==> config.mk <==
export PLATFORM = sky130hd
export DESIGN_NAME = smi_rx_sched
export DESIGN_NICKNAME = d
export VERILOG_FILES = /design/src/rtl/smi_rx_sched.sv
export SDC_FILE = /design/constraint.sdc
export NUM_CORES = 1
export LEC_CHECK = 0
export CORE_AREA = 2 2 77 79
export DETAILED_ROUTE_END_ITERATION = 10
export DIE_AREA = 0 0 79 81
export PLACE_DENSITY = 0.78
export SETUP_SLACK_MARGIN = 0.5
export SYNTH_ARGS = -nofsm -noshare
export SYNTH_HDL_FRONTEND = slang
export SYNTH_SLANG_ARGS = --single-unit
==> constraint.sdc <==
create_clock -name i_sys_clk -period 2.47 [get_ports i_sys_clk]
set_clock_uncertainty 0.2 [all_clocks]
set_input_delay 0.494 -clock i_sys_clk [delete_from_list [all_inputs] [get_ports i_sys_clk]]
set_output_delay 0.494 -clock i_sys_clk [all_outputs]
set_load 0.01 [all_outputs]
==> src/rtl/smi_rx_sched.sv <==
// Round-robin sequencer that drains two 32-bit RX FIFOs (0.9 GHz / 2.4 GHz)
// and presents each word to the SMI bus one byte at a time, LSB first.
module smi_rx_sched #(
  parameter int BURST_LEN   = 4,
  parameter int SYNC_STAGES = 2   // must be >= 2
) (
  input  logic        i_sys_clk,
  input  logic        i_rst_b,
  input  logic [1:0]  i_chan_en,
  output logic        o_fifo_09_pull,
  input  logic [31:0] i_fifo_09_pulled_data,
  input  logic        i_fifo_09_empty,
  output logic        o_fifo_24_pull,
  input  logic [31:0] i_fifo_24_pulled_data,
  input  logic        i_fifo_24_empty,
  input  logic        i_smi_soe_se,
  output logic [7:0]  o_smi_data_out,
  output logic        o_smi_read_req,
  output logic        o_smi_chan,
  output logic        o_busy
);

  localparam int CNT_W = $clog2(BURST_LEN + 1);
  localparam logic [CNT_W-1:0] BURST_MAX = CNT_W'(BURST_LEN);

  typedef enum logic [1:0] {IDLE, PULL, LOAD, TX} state_t;

  state_t           state, state_nxt;
  logic             grant, grant_nxt;
  logic             last_served, last_nxt;
  logic [31:0]      word_buf, buf_nxt;
  logic [1:0]       byte_idx, idx_nxt;
  logic [CNT_W-1:0] burst_cnt, cnt_nxt;
  logic             chan_q, chan_nxt;

  logic [SYNC_STAGES-1:0] soe_sync;
  logic                   soe_prev;
  logic                   read_done;

  logic [1:0] req;
  logic       grant_req, other_req, grant_empty;

  assign req         = i_chan_en & ~{i_fifo_24_empty, i_fifo_09_empty};
  assign grant_req   = req[grant];
  assign other_req   = req[!grant];
  assign grant_empty = grant ? i_fifo_24_empty : i_fifo_09_empty;

  // The SMI strobe is asynchronous; a read completes on its synchronized
  // rising edge (strobe released), detected against one extra history flop.
  always_ff @(posedge i_sys_clk or negedge i_rst_b) begin
    if (!i_rst_b) begin
      soe_sync <= '0;
      soe_prev <= 1'b0;
    end else begin
      soe_sync <= {soe_sync[SYNC_STAGES-2:0], i_smi_soe_se};
      soe_prev <= soe_sync[SYNC_STAGES-1];
    end
  end

  assign read_done = soe_sync[SYNC_STAGES-1] & ~soe_prev;

  // NOTE: every signal written below gets a default first, so no path through
  // the case statement can leave one unassigned and infer a latch.
  always_comb begin
    state_nxt      = state;
    grant_nxt      = grant;
    last_nxt       = last_served;
    buf_nxt        = word_buf;
    idx_nxt        = byte_idx;
    cnt_nxt        = burst_cnt;
    chan_nxt       = chan_q;
    o_fifo_09_pull = 1'b0;
    o_fifo_24_pull = 1'b0;

    case (state)
      IDLE: begin
        if (|req) begin
          // With both requesting, the channel not served last wins.
          grant_nxt = (req == 2'b11) ? ~last_served : req[1];
          cnt_nxt   = '0;
          state_nxt = PULL;
        end
      end
      PULL: begin
        if (grant_empty) begin
          cnt_nxt   = '0;
          state_nxt = IDLE;
        end else begin
          o_fifo_09_pull = ~grant;
          o_fifo_24_pull = grant;
          state_nxt      = LOAD;
        end
      end
      LOAD: begin
        buf_nxt   = grant ? i_fifo_24_pulled_data : i_fifo_09_pulled_data;
        idx_nxt   = 2'd0;
        chan_nxt  = grant;
        last_nxt  = grant;
        state_nxt = TX;
        // Saturates so a long uncontested burst cannot wrap below the limit.
        if (burst_cnt != BURST_MAX) cnt_nxt = burst_cnt + 1'b1;
      end
      TX: begin
        if (read_done) begin
          if (byte_idx == 2'd3) begin
            if (grant_req && (burst_cnt < BURST_MAX || !other_req)) begin
              state_nxt = PULL;
            end else begin
              cnt_nxt   = '0;
              state_nxt = IDLE;
            end
          end else begin
            idx_nxt = byte_idx + 2'd1;
          end
        end
      end
      default: state_nxt = IDLE;
    endcase
  end

  // NOTE: state registers use non-blocking assignments so every flop samples
  // the pre-edge value of its neighbours, independent of statement order.
  always_ff @(posedge i_sys_clk or negedge i_rst_b) begin
    if (!i_rst_b) begin
      state       <= IDLE;
      grant       <= 1'b0;
      last_served <= 1'b1;
      word_buf    <= '0;
      byte_idx    <= '0;
      burst_cnt   <= '0;
      chan_q      <= 1'b0;
    end else begin
      state       <= state_nxt;
      grant       <= grant_nxt;
      last_served <= last_nxt;
      word_buf    <= buf_nxt;
      byte_idx    <= idx_nxt;
      burst_cnt   <= cnt_nxt;
      chan_q      <= chan_nxt;
    end
  end

  assign o_busy         = (state != IDLE);
  assign o_smi_read_req = (state == TX);
  assign o_smi_chan     = chan_q;
  assign o_smi_data_out = (state == TX) ? word_buf[{byte_idx, 3'b000} +: 8] : 8'h00;

endmodule

* After elaboration in Yosys (flattened, before gate mapping)
Cells that the tools add are included.
Storage, ports and cells: flip-flop bits (word level) 45, input port bits 71, output and inout port bits 13, word-level logic and storage cells 74
Operators by class: add/subtract/negate cells 2, $lt $le $gt $ge 3, equal/unequal tests 13, shift operators 1, muxes and demuxes 28, bitwise gates (word level) 6, reduce and logical (&&, ||, !) cells 12
Operator list (count):
- 2-to-1 mux 32 bit | 1
- variable part select 32 x 6 -> 8 bit | 1
- 2-to-1 mux 3 bit | 6
- 2-to-1 mux 2 bit | 6
- one-hot mux 3 bit (4 select lines) | 1
- 2-to-1 mux 1 bit | 11
- != test 2 bit, second input constant | 5
- equality test 2 bit, second input constant | 4
- 2-to-1 mux 8 bit | 1
- one-hot mux 2 bit (4 select lines) | 1
- AND reduction 3 bit | 2
- AND reduction 6 bit | 1
- < comparator 1 x 2 -> 1 bit, second input constant | 2
- != test 2 x 1 -> 1 bit, second input constant | 2
- one-hot mux 2 bit (2 select lines) | 1
- nonzero test 2 bit | 2
- adder 3 x 1 -> 3 bit, second input constant | 1
- < comparator 3 bit, second input constant | 1
- != test 3 bit, second input constant | 1
- inverter 1 bit | 3
- adder 2 x 1 -> 2 bit, second input constant | 1
- bitwise AND 2 bit | 1
- equality test 2 x 1 -> 1 bit, second input constant | 1
- zero test 1 bit | 2
- other kinds (7) | 7

* Longest topological paths before layout
word-level depth 11, gate-level depth with buffers 6, depth with buffers taken out 6

* Least setup slack after synthesis
No wires, ideal clock.
kind register to output, start point register byte_idx[0], end point output port o_smi_data_out[0], arrival time 1.284 ns, required time 1.776 ns, slack 0.492 ns, cell stages (with the launch flop) 4, buffers on the path 1, cells stage by stage dfrtp_1 buf_2 mux4_2 and2_1
Between the ends: word-level cells in the longest chain between the ends 2
RTL lines:
- start: declaration | line 32 | logic [1:0] byte_idx, idx_nxt;
- start signal: assignment | line 137 | byte_idx <= idx_nxt;
- variable part select 32 x 6 -> 8 bit | line 146 | assign o_smi_data_out = (state == TX) ? word_buf[{byte_idx, 3'b000} +: 8] : 8'h00;
- 2-to-1 mux 8 bit | line 146
- end: declaration | line 17 | output logic [7:0] o_smi_data_out,
No other way between the ends.

* Worst setup path in the final report
start point register byte_idx[0], end point output port o_smi_data_out[5]
Same word-level chain as after synthesis.

==> metrics.cfg <==
[yosys]
yosys_warnings = 0
ys_async_sr_fraction_pct = 100.0
syn_area_um2 = 2425
yosys.area.top_type_share_pct = 45.41
seq_area_frac_synth_pct = 46.49
yosysTopAreaCell = dfrtp_1
synthTopCellsByArea = dfrtp_1, mux2i_1, mux4_2
ys.flop_type = dfrtp_1
yosysUniqueCellTypes = 36
synth_edf_count = 0
synth_nets = 305
syn_area_per_cell_um2 = 10.50
synth-seq-cells = 45
synth_cells = 231

[pwr]
power.net_switching_mw = 1.227
cellLeakagePower_nw = 1.608
ir_worst_vdd_mv = 0.4674
seq_power_share_pct = 36.5
p_sw_share_pct = 34.40
p_clk_share_pct = 12.0
power.density_nw_per_um2 = 998.5
p_int_mw = 2.340
p_total_mw = 3.567
power_frac_comb_pct = 51.4

[global_route]
grt_pass1_vias = 2030
grt_pass1_wl_um = 9570
grt_usage_pct = 19.39
grt_max_degree = 67
antenna_found_initial = 0
grt_overflow = 0

[timing]
max_slew_margin_pct = 53.08
setup_viol_count_final = 0
period_needed_ns = 2.304
clock.fmax_mhz = 434.1
rsz0062_at_grt = yes
hold_violations = 0
fin_setup_tns_ns = 0
final-max-slew-violation-count = 0
tightest_slew_ns = 0.7038
finalCritPeriodShare_pct = 93.27
whs_ns = 0.04727

[clock_tree]
cts.clk_slew.worst_paths_ns = 0.08
cts.sinks = 45
clock_path_buffers = 2
cts_tree = done
cts_max_level = 2
insertion_delay_ns = 0.29
cts_buffers = 5
cts-root-buf = clkbuf_8

[layout]
final_area_um2 = 3572
fin_nets = 397
antenna_cells = 0
area_growth_pct = 47.32
drive_gt1_share_pct = 20.68
final_common_cell = clkdlybuf4s50_1
layout_common_cells = clkdlybuf4s50_1, dfrtp_1, nand2_1, mux2i_1, o21ai_0

[worst_setup_path]
startpoint_type = flip-flop
crit_required_ns = 1.78
endpoint_kind = primary output
r2r_cells = 9
worstSetupPathType = flip-flop to primary output
arrival_ns = 1.61
cpPeakStageDelay_ns = 0.49
crit_path_cell_trace = buf_6 -> mux4_2 -> and2_4 -> buf_6
cp_common_cell = buf_6
critical_path.max_fanout = 5
cp_slowest_cell = mux4_2

[die]
rows = 28
top_level_ports = 84
die_area_um2 = 6399
dieHeight_um = 81
core_um2 = 5675
start_util_pct = 42.72
die_w_um = 79

[outcome]
status = completed

[route]
via_per_inst = 5.110
avgRoutedWirePerCell_um = 14.71
dr_total_vias = 2039
route.detailed.drc = 0
drt-initial-drc-count = 73
drtPass1Iterations = 5
ant_nets = 0
wl_um = 5868

[job]
maxCapViolations = 0

[place]
postPlaceCellArea_um2 = 3338
routabilityCongestion = 0.8105
dp_hpwl_um = 4154
numPortBuffers = 83

[min_path]
hp-class = primary input to async pin

-- registers in the layout, indices dropped and copies added (netlist names), named ones only --
name	flops
word_buf	32
burst_cnt	3
byte_idx	2
soe_sync	2
grant	1
last_served	1
o_smi_chan	1
soe_prev	1
state	1
-- what timing repair did --
action | 4_1_cts | 5_1_grt
resized for setup | 68 | 11
pin swaps | 5 | 10
setup buffers | 4 | 5
setup endpoints to repair | 15 | 18
hold buffers | 0 | 0
-- worst max-delay path, delay by kind of cell, from the launching register on --
family	cells	cell delay, ns
DFF	1	0.39
muxes	1	0.49
and+or+nand+nor	1	0.17
buffers and inverters	2	0.26
-- Yosys cell counts, types with 2 or more instances --
library cell,n
buf_2,8
nor2_1,5
nand2b_1,3
nor3b_1,2
mux4_2,8
and3b_2,2
and2_1,9
inv_1,4
mux2i_1,33
nand3b_1,2
nand3_1,4
clkbuf_1,4
nor2b_1,2
nand2_1,41
buf_1,2
a21oi_1,4
o21ai_1,11
ha_1,3
dfrtp_1,44
o21ai_0,24
-- layout make-up --
cell class	instances	area, um^2
Clock inverter	1	5.005
Inverter	4	15.01
Sequential cell	45	1132
Tap cell	75	93.84
Multi-Input combinational cell	167	1301
Fill cell	486	2103
Clock buffer	7	76.32
Timing Repair Buffer	100	948.4
-- stage by stage --
step                      instances  setup WS (ns)  utilization [%]
after detailed placement        382        0.03683            58.82
after global placement          382        0.06442            58.82
after CTS                       394         0.1484            61.71
after floorplan                 231         0.5716                -
after global routing            399         0.1155            62.94
final                           399         0.1662            62.94
-- per-layer routing --
metal	track usage [%]	routed length, um	vias up
met4	6.379	121	0
met5	0	0	-
met2	34.66	3002	51
met1	23.50	2475	979
li1	-	-	997
met3	4.000	268	12
-- worst paths after layout --
kind	slack, ns	from	to
min in group i_sys_clk	0.17	soe_sync[0]	soe_sync[1]
min reg2reg	0.17	soe_sync[0]	soe_sync[1]
max	0.17	byte_idx[0]	o_smi_data_out[5]
max reg2reg	0.23	byte_idx[0]	burst_cnt[1]
max in group asynchronous	1.43	i_rst_b	word_buf[16]
min	0.05	i_rst_b	word_buf[14]
-- cells by family (layout without fill, tap and decap cells) --
kind of cell               after synthesis  count (layout)  synth area share [%]
adders and majority gates                3               3                 1.548
buffers and inverters                   19             112                 3.509
DFF                                     45              45                 46.49
and+or+nand+nor                         76              76                 15.79
AOI/OAI and AO/OA                       47              47                 11.61
muxes                                   41              41                 21.05
-- power by group through the flow --
stage	registers, mW	clock network (mW)	logic [mW]
final	1.30	0.429	1.83
after global routing	1.35	0.478	2.01
after CTS	1.30	0.442	1.72
after detailed placement	1.30	0	1.64
after global placement	1.29	0	1.61
after floorplan	1.20	0	1.08
Note: power is estimated with default switching activity, not from simulation.
